<file path="config.mk">
export PLATFORM = sky130hd
export DESIGN_NAME = pwm_demod
export DESIGN_NICKNAME = d
export VERILOG_FILES = /design/src/rtl/pwm_demod_pkg.sv /design/src/rtl/pwm_demod_div.sv /design/src/rtl/pwm_demod.sv
export SDC_FILE = /design/constraint.sdc
export NUM_CORES = 1
export LEC_CHECK = 0
export ABC_AREA = 1
export CORE_MARGIN = 2
export CORE_UTILIZATION = 64
export DETAILED_ROUTE_END_ITERATION = 10
export PLACE_DENSITY = 0.86
export SYNTH_ARGS = -nofsm -noshare
export SYNTH_HDL_FRONTEND = slang
export SYNTH_SLANG_ARGS = --single-unit
</file>
<file path="constraint.sdc">
create_clock -name clk -period 13.3 [get_ports clk]
set_clock_uncertainty 0.2 [all_clocks]
set_input_delay 2.66 -clock clk [delete_from_list [all_inputs] [get_ports clk]]
set_output_delay 2.66 -clock clk [all_outputs]
set_load 0.005 [all_outputs]
</file>
<file path="src/rtl/pwm_demod_pkg.sv">
// Shared types and constants for the PWM demodulator.
// The optional glitch filter is enabled by defining PWM_DEMOD_FILTER_EN.
package pwm_demod_pkg;

   typedef enum logic [1:0] {
      IDLE = 2'd0,
      HIGH = 2'd1,
      LOW  = 2'd2
   } state_e;

   localparam int DUTY_BITS  = 8;
   localparam int FILTER_LEN = 3;

endpackage

</file>
<file path="src/rtl/pwm_demod_div.sv">
// Restoring divider computing floor(num * 2^DUTY_BITS / den), one quotient bit per cycle.
// Requires num < den so the quotient fits DUTY_BITS bits.
module pwm_demod_div #(
   parameter int WIDTH     = 16,
   parameter int DUTY_BITS = pwm_demod_pkg::DUTY_BITS
) (
   input  logic                 clk,
   input  logic                 rst,
   input  logic                 start_i,
   input  logic                 cancel_i,
   input  logic [WIDTH-1:0]     num_i,
   input  logic [WIDTH-1:0]     den_i,
   output logic                 busy_o,
   output logic                 done_o,
   output logic [DUTY_BITS-1:0] quot_o
);

   localparam int IW = (DUTY_BITS > 1) ? $clog2(DUTY_BITS) : 1;
   localparam logic [IW-1:0] LAST_ITER = IW'(DUTY_BITS - 1);

   logic                 busy_q, busy_d;
   logic                 done_q, done_d;
   logic [IW-1:0]        iter_q, iter_d;
   logic [WIDTH:0]       rem_q, rem_d;
   logic [WIDTH-1:0]     den_q, den_d;
   logic [DUTY_BITS-1:0] acc_q, acc_d;
   logic [DUTY_BITS-1:0] quot_q, quot_d;

   logic [WIDTH:0]       rem_sh;
   logic                 fits;
   logic [DUTY_BITS-1:0] acc_next;

   // The remainder always stays below den, so its top bit is free for the shift.
   assign rem_sh   = {rem_q[WIDTH-1:0], 1'b0};
   assign fits     = (rem_sh >= {1'b0, den_q});
   assign acc_next = {acc_q[DUTY_BITS-2:0], fits};

   // NOTE: every signal driven here gets a default first, so no path leaves it unassigned and no latch is inferred.
   always_comb begin
      busy_d = busy_q;
      done_d = 1'b0;
      iter_d = iter_q;
      rem_d  = rem_q;
      den_d  = den_q;
      acc_d  = acc_q;
      quot_d = quot_q;
      if (start_i) begin
         busy_d = 1'b1;
         iter_d = '0;
         rem_d  = {1'b0, num_i};
         den_d  = den_i;
         acc_d  = '0;
      end else if (busy_q) begin
         rem_d  = fits ? (rem_sh - {1'b0, den_q}) : rem_sh;
         acc_d  = acc_next;
         iter_d = iter_q + IW'(1);
         if (iter_q == LAST_ITER) begin
            busy_d = 1'b0;
            if (!cancel_i) begin
               quot_d = acc_next;
               done_d = 1'b1;
            end
         end
      end
   end

   // NOTE: state registers use non-blocking assignments so all flops update together at the edge.
   always_ff @(posedge clk or posedge rst) begin
      if (rst) begin
         busy_q <= 1'b0;
         done_q <= 1'b0;
         iter_q <= '0;
         rem_q  <= '0;
         den_q  <= '0;
         acc_q  <= '0;
         quot_q <= '0;
      end else begin
         busy_q <= busy_d;
         done_q <= done_d;
         iter_q <= iter_d;
         rem_q  <= rem_d;
         den_q  <= den_d;
         acc_q  <= acc_d;
         quot_q <= quot_d;
      end
   end

   assign busy_o = busy_q;
   assign done_o = done_q;
   assign quot_o = quot_q;

endmodule

</file>
<file path="src/rtl/pwm_demod.sv">
// PWM demodulator: synchronizes pwm_in, measures high time and period, derives an 8-bit duty.
// Define PWM_DEMOD_FILTER_EN to add a 3-sample glitch filter after the synchronizer.
module pwm_demod
   import pwm_demod_pkg::*;
#(
   parameter int WIDTH       = 16,
   parameter int SYNC_STAGES = 2
) (
   input  logic                 clk,
   input  logic                 rst,
   input  logic                 pwm_in,
   output logic [WIDTH-1:0]     high_o,
   output logic [WIDTH-1:0]     period_o,
   output logic                 valid_o,
   output logic [DUTY_BITS-1:0] duty_o,
   output logic                 duty_valid_o,
   output logic                 stuck_o,
   output logic                 level_o
);

   localparam logic [WIDTH-1:0] CNT_MAX = '1;
   localparam logic [WIDTH-1:0] CNT_ONE = WIDTH'(1);

   logic [SYNC_STAGES-1:0] sync_q;
   logic                   sync_lvl;
   logic                   lvl;
   logic                   lvl_q;
   logic                   rise, fall;

   always_ff @(posedge clk or posedge rst) begin
      if (rst) sync_q <= '0;
      else     sync_q <= {sync_q[SYNC_STAGES-2:0], pwm_in};
   end

   assign sync_lvl = sync_q[SYNC_STAGES-1];

`ifdef PWM_DEMOD_FILTER_EN
   logic [FILTER_LEN-2:0] hist_q;
   logic                  filt_q;
   logic [FILTER_LEN-1:0] win;

   // The window includes the live synchronizer output, so a new level appears FILTER_LEN-1 cycles late.
   assign win = {hist_q, sync_lvl};

   always_comb begin
      lvl = filt_q;
      if (&win)       lvl = 1'b1;
      else if (~|win) lvl = 1'b0;
   end

   always_ff @(posedge clk or posedge rst) begin
      if (rst) begin
         hist_q <= '0;
         filt_q <= 1'b0;
      end else begin
         hist_q <= {hist_q[FILTER_LEN-3:0], sync_lvl};
         filt_q <= lvl;
      end
   end
`else
   assign lvl = sync_lvl;
`endif

   always_ff @(posedge clk or posedge rst) begin
      if (rst) lvl_q <= 1'b0;
      else     lvl_q <= lvl;
   end

   assign rise = lvl & ~lvl_q;
   assign fall = ~lvl & lvl_q;

   state_e           state_q, state_d;
   logic [WIDTH-1:0] cnt_q, cnt_d;
   logic [WIDTH-1:0] hi_q, hi_d;
   logic [WIDTH-1:0] high_q, high_d;
   logic [WIDTH-1:0] period_q, period_d;
   logic             valid_q, valid_d;
   logic             stuck_q, stuck_d;

   always_comb begin
      state_d  = state_q;
      cnt_d    = cnt_q;
      hi_d     = hi_q;
      high_d   = high_q;
      period_d = period_q;
      valid_d  = 1'b0;
      stuck_d  = stuck_q;
      unique case (state_q)
         IDLE: begin
            if (rise) begin
               state_d = HIGH;
               cnt_d   = CNT_ONE;
               stuck_d = 1'b0;
            end
         end
         HIGH: begin
            if (cnt_q == CNT_MAX) begin
               state_d = IDLE;
               stuck_d = 1'b1;
            end else if (fall) begin
               hi_d    = cnt_q;
               cnt_d   = cnt_q + CNT_ONE;
               state_d = LOW;
            end else begin
               cnt_d   = cnt_q + CNT_ONE;
            end
         end
         LOW: begin
            if (cnt_q == CNT_MAX) begin
               state_d = IDLE;
               stuck_d = 1'b1;
            end else if (rise) begin
               high_d   = hi_q;
               period_d = cnt_q;
               valid_d  = 1'b1;
               cnt_d    = CNT_ONE;
               state_d  = HIGH;
            end else begin
               cnt_d    = cnt_q + CNT_ONE;
            end
         end
         default: state_d = IDLE;
      endcase
   end

   always_ff @(posedge clk or posedge rst) begin
      if (rst) begin
         state_q  <= IDLE;
         cnt_q    <= '0;
         hi_q     <= '0;
         high_q   <= '0;
         period_q <= '0;
         valid_q  <= 1'b0;
         stuck_q  <= 1'b0;
      end else begin
         state_q  <= state_d;
         cnt_q    <= cnt_d;
         hi_q     <= hi_d;
         high_q   <= high_d;
         period_q <= period_d;
         valid_q  <= valid_d;
         stuck_q  <= stuck_d;
      end
   end

   logic div_busy;
   logic div_cancel;

   // A measurement landing on the cycle the result would appear wins over that result.
   assign div_cancel = valid_d & div_busy;

   pwm_demod_div #(
      .WIDTH     (WIDTH),
      .DUTY_BITS (DUTY_BITS)
   ) u_div (
      .clk      (clk),
      .rst      (rst),
      .start_i  (valid_q),
      .cancel_i (div_cancel),
      .num_i    (high_q),
      .den_i    (period_q),
      .busy_o   (div_busy),
      .done_o   (duty_valid_o),
      .quot_o   (duty_o)
   );

   assign high_o   = high_q;
   assign period_o = period_q;
   assign valid_o  = valid_q;
   assign stuck_o  = stuck_q;
   assign level_o  = lvl;

endmodule

</file>
==> results of run 1 <==
[through the flow]
stage / utilization / worst slack (ns) / instances / hold slack [ns]
after floorplan: - / 7.17 / 852 / 0.131
after global placement: 0.701 / 8.62 / 1012 / 0.143
after detailed placement: 0.701 / 8.59 / 1012 / 0.143
after CTS: 0.760 / 8.56 / 1044 / 0.165
after global routing: 0.760 / 8.49 / 1044 / 0.184
final: 0.760 / 8.56 / 1044 / 0.158
[report_power, final]
part,leakage [nW],switching [W],internal [W],total (W)
registers,1.66,0.0000497,0.000445,0.000494
clock network,0.291,0.000166,0.000308,0.000474
logic,1.92,0.000473,0.000257,0.000730
[how the worst max path moves through the flow]
stage	start	endpoint	slack, ns	depth (start not counted)
4_1_cts	valid_o	valid_o	8.56	2
3_5_place_dp	rst	u_div.quot_o[6]	8.59	3
3_3_place_gp	rst	u_div.quot_o[6]	8.62	3
2_1_floorplan	rst	cnt_q[0]	7.17	1
5_1_grt	valid_o	valid_o	8.49	2
6_report	valid_o	valid_o	8.56	2
[cell type report]
class,instances,area [sq um],share of cell area
Clock buffer,20,435,0.0562
Clock inverter,12,171,0.0221
Inverter,122,460,0.0595
Multi-Input combinational cell,582,2950,0.380
Sequential cell,123,3080,0.397
Tap cell,136,170,0.0220
Timing Repair Buffer,49,483,0.0624
[worst register-to-register path, cell delays in order (launching register included)]
cell	delay [ns]
dfrtp_1	0.40
inv_1	0.13
ha_1	0.34
inv_1	0.22
nand2_1	0.16
o21ai_4	0.08
nor2_4	0.45
inv_2	0.22
o21ai_1	0.28
[registers in the layout, summed over array words and instances (netlist names)]
register / count
u_div.rem_q: 16
hi_q: 16
sync_q: 2
valid_o: 1
u_div.acc_q: 7
state_q: 2
u_div.busy_o: 1
high_o: 16
period_o: 16
lvl_q: 1
u_div.den_q: 16
cnt_q: 16
u_div.iter_q: 3
stuck_o: 1
u_div.quot_o: 8
u_div.done_o: 1
[cell families after synthesis]
group,synth area share
AO/OA/AOI/OAI,0.103
XOR/XNOR,0.0119
adder cells (fa/ha/maj),0.0464
buffers and inverters,0.0912
flip-flops,0.464
AND/OR/NAND/NOR,0.283
[Yosys cell counts (all sizes together)]
cell,instances
nand2,277
nor3,7
clkbuf,7
nor2,45
o21bai,1
o31ai,2
or2,3
xnor2,4
a31oi,1
o22ai,7
a21oi,9
buf,18
nand3,77
inv,122
nand4,9
and2,1
a22oi,11
o21ai,86
nand3b,11
a22o,2
ha,23
dfrtp,123
xor2,5
fa,1
[routing by layer]
metal | global-route usage | up-vias | part of all wire | wire [microns]
met5 | 0 | - | 0 | 0
met4 | 0.0977 | 0 | 0.018 | 302
met3 | 0.0748 | 37 | 0.066 | 1130
met2 | 0.560 | 280 | 0.51 | 8820
met1 | 0.410 | 2897 | 0.41 | 7000
li1 | - | 2815 | - | -
==> results.yml, run 1 <==
status:
  status: "finished, final reports clean"
floorplan:
  die_y_microns: 106
  io_pins: 47
  initial_utilization: 0.651
  die_area_sq_um: 11200
  rows: 37
  fp.coreArea_sq_um: 10200
  die_x_microns: 106
cts:
  cts_buffer_depth: 2
  numCtsBuffers: 17
  cts_setup_buffers: 0
  holdBufCountCts: 0
  clock-root-buffer: "clkbuf_8"
  htree_levels: 4
  clk_latency_ns: 0.52
  cts_tree: "built"
  clkTransAtPathRegs_ns: 0.06
  cts_resized: 0
  cts.sinks: 123
setup_path:
  cpMaxStageDelayCell: "clkdlybuf4s50_1"
  critPathMaxStageDelay_ns: 0.60
  cp-end-kind: "output pin"
  r2r_slack_ns: 10.72
  critical_path.top_delay_family: "buffers and inverters"
  worst-path-buf-inv: 2
  crit_path_max_fanout: 52
  worstPathRequired_ns: 10.44
  rr_endpoint: "cnt_q[13]"
  worstSetupPathType: "flip-flop to output pin"
  crit_chain: "buf_4 > clkdlybuf4s50_1"
  reg2regPathDepth: 8
  cp-start-kind: "flip-flop"
  r2r-start: "state_q[1]"
  cp.arrival_ns: 1.88
final_layout:
  insertedDiodeCount: 0
  layout_commonest_cell: "nand2_1"
  final_cell_mix: "nand2_1, dfrtp_1, inv_1"
  nets: 922
  syn2layout_area_growth_pct: 16.8
  drive_above_1_share: 0.0716
  n_fill_cell: 699
  post-route-cell-area_sq_um: 7740
hold_path:
  hp-class: "flip-flop to flip-flop"
  min_to: "sync_q[1]"
  hp-start: "sync_q[0]"
  holdPathStages: 0
pwr:
  power.density_nw_per_um2: 219
  leakage_nw: 3.87
  ir_drop_v: 0.000138
  power_w: 0.00170
global_route:
  grt_pass1_wl_mm: 28.6
  grt_use_total: 0.325
  grt_antenna_before_repair: 0
  grt_pass1_vias: 5872
  grt.overflow.total: 0
  grt_max_degree: 65
timing:
  worst_pin_slew_ns: 0.789
  finalSetupTns_ns: 0
  setup_viol: 0
  hold_viol_final: 0
  fmax_mhz: 211
  fin_crit_ns: 4.74
  finalMaxSlewViolations: 0
  relSlewSlack: 0.474
  period_share: 0.356
  rsz0062_at_grt: "false"
route:
  dr.pass1.iters: 5
  routed_via_density: 5.77
  detail-route-antenna-nets: 0
  drt_iter0_drc: 527
  routed_wl_mm: 17.3
  num_vias: 6029
  wl_per_cell_microns: 16.5
  drc: 0
yosys:
  netlist.top_cell.by_area: "dfrtp_1"
  syn_area_per_cell_sq_um: 7.78
  ys_seq_area_frac: 0.464
  synth.area.top_cells: "dfrtp_1, nand2_1, inv_1"
  ys_types: 39
  synth-seq-cells: 123
  synth_nets: 879
  synth_top_area_frac: 0.464
  synthCells: 852
  yosysWarnings: 0
  synthesis.area_sq_um: 6630
placed_design:
  place_area_sq_um: 7140
  hpwl_mm: 11.3
  place_congestion: 0.885
  io_buffers: 46
run:
  drv_cap: 0
Power figures use the tool's default switching activity.
==> run 2, diff against run 1 <==
--- a/config.mk
+++ b/config.mk
@@ -7,9 +7,9 @@
 export LEC_CHECK = 0
 export ABC_AREA = 1
 export CORE_MARGIN = 2
-export CORE_UTILIZATION = 64
+export CORE_UTILIZATION = 59
 export DETAILED_ROUTE_END_ITERATION = 10
-export PLACE_DENSITY = 0.86
+export PLACE_DENSITY = 0.8
 export SYNTH_ARGS = -nofsm -noshare
 export SYNTH_HDL_FRONTEND = slang
 export SYNTH_SLANG_ARGS = --single-unit
==> constraint.sdc (replaced) <==
create_clock -name clk -period 4.73 [get_ports clk]
set_clock_uncertainty 0.2 [all_clocks]
set_input_delay 0.946 -clock clk [delete_from_list [all_inputs] [get_ports clk]]
set_output_delay 0.946 -clock clk [all_outputs]
set_load 0.005 [all_outputs]
==> results.yml, run 2 (synthesis results as in run 1) <==
placed_design:
  place_congestion: 0.982
  hpwl_mm: 11.3
  pre_cts_ws_ns: 2.07
  place_area_sq_um: 7160
  io_buffers: 46
  dp_cells: 1016
setup_path:
  worstSetupPathType: "flip-flop to output pin"
  cp-end-kind: "output pin"
  cp-start-kind: "flip-flop"
  cp.arrival_ns: 2.06
  crit_path_max_fanout: 31
  cpMaxStageDelayCell: "dfrtp_1"
  worst-path-stages: 1
  rr_endpoint: "u_div.quot_o[4]"
  critical_path.top_delay_family: "flip-flops"
  reg2regPathDepth: 7
  r2r_slack_ns: 2.09
  startpoint: "valid_o"
  worst-path-buf-inv: 1
  r2r-start: "valid_o"
  worstPathRequired_ns: 3.58
  crit_chain: "clkdlybuf4s50_1"
  critPathMaxStageDelay_ns: 0.87
  crit_end: "valid_o"
cts:
  cts.sinks: 123
  clk_latency_ns: 0.53
  htree_levels: 4
  clkTransAtPathRegs_ns: 0.06
  clock-root-buffer: "clkbuf_8"
  cts_tree: "built"
  holdBufCountCts: 0
  cts_buffer_depth: 2
  cts_resized: 0
  cts_setup_buffers: 0
  numCtsBuffers: 17
final_layout:
  final_cell_mix: "nand2_1, dfrtp_1, inv_1"
  n_fill_cell: 848
  final_cells: 1048
  nets: 922
  syn2layout_area_growth_pct: 16.8
  final_util: 0.711
  drive_above_1_share: 0.0738
  post-route-cell-area_sq_um: 7740
  layout_commonest_cell: "nand2_1"
  insertedDiodeCount: 0
pwr:
  ir_drop_v: 0.000373
  p_int_w: 0.00275
  sw_frac_of_total: 0.413
  leakage_nw: 3.87
  clockPowerShare: 0.270
  p_comb_frac: 0.433
  p_sw_w: 0.00194
  power.density_nw_per_um2: 606
  power_frac_seq: 0.297
route:
  dr.pass1.iters: 6
  detail-route-antenna-nets: 0
  wl_per_cell_microns: 15.4
  drc: 0
  routed_wl_mm: 16.1
  num_vias: 5807
  routed_via_density: 5.54
  drt_iter0_drc: 558
global_route:
  grt_antenna_before_repair: 0
  grt_pass1_wl_mm: 27.2
  grt_max_degree: 76
  grt.overflow.total: 0
  grt_use_total: 0.291
  grt_pass1_vias: 5685
timing:
  hold_viol_final: 0
  relSlewSlack: 0.456
  finalSetupTns_ns: 0
  rsz0062_at_grt: "false"
  setup_slack_ns: 1.52
  fin_crit_ns: 3.21
  setup_viol: 0
  period_share: 0.678
  finalMaxSlewViolations: 0
  fmax_mhz: 312
  worst_pin_slew_ns: 0.816
floorplan:
  initial_utilization: 0.609
  die_y_microns: 110
  io_pins: 47
  fp.coreArea_sq_um: 10900
  rows: 38
  die_area_sq_um: 12100
  die_x_microns: 110
status:
  status: "finished, final reports clean"
hold_path:
  hp-class: "flip-flop to flip-flop"
run:
  drv_cap: 0
run 2: cell types whose count changed in the layout (fill, tap and decap cells not counted), moves of 2 or more:
cell	before	now
bufinv_16	4	2
clkinv_4	1	4
clkbuf_1	2	0
inv_6	0	2
run 2: stage by stage:
step | hold slack, ns | total power (W)
floorplan | 0.131 | 0.00291
global placement | 0.132 | 0.00333
detailed placement | 0.149 | 0.00340
CTS | 0.163 | 0.00468
global route | 0.174 | 0.00505
finish | 0.163 | 0.00469
run 2: final cells by class:
| class | instances | area [sq um] | area share |
|---|---|---|---|
| Tap cell | 140 | 175 | 0.0226 |
| Multi-Input combinational cell | 582 | 2950 | 0.381 |
| Clock inverter | 13 | 143 | 0.0184 |
| Sequential cell | 123 | 3080 | 0.398 |
| Timing Repair Buffer | 49 | 495 | 0.0640 |
| Inverter | 122 | 460 | 0.0595 |
| Clock buffer | 19 | 442 | 0.0571 |
run 2: worst min path at each step:
stage,to,slack (ns),depth (start not counted),from
after detailed placement,sync_q[1],0.15,0,sync_q[0]
after CTS,sync_q[1],0.16,0,sync_q[0]
final,sync_q[1],0.16,0,sync_q[0]
after global routing,sync_q[1],0.17,0,sync_q[0]
after global placement,sync_q[1],0.13,0,sync_q[0]
after floorplan,sync_q[1],0.13,0,sync_q[0]
run 2: layer usage:
layer | track usage | vias up | wire, microns
li1 | - | 2816 | -
met1 | 0.386 | 2777 | 7100
met2 | 0.482 | 184 | 7920
met3 | 0.0547 | 30 | 808
met4 | 0.0976 | 0 | 293
met5 | 0 | - | 0
run 2: power groups by stage:
stage               Combinational (W)  Sequential (W)  Clock [W]
floorplan                     0.00154         0.00136          0
global placement              0.00194         0.00139          0
detailed placement            0.00200         0.00140          0
CTS                           0.00202         0.00139    0.00128
global route                  0.00231         0.00141    0.00132
finish                        0.00203         0.00139    0.00127
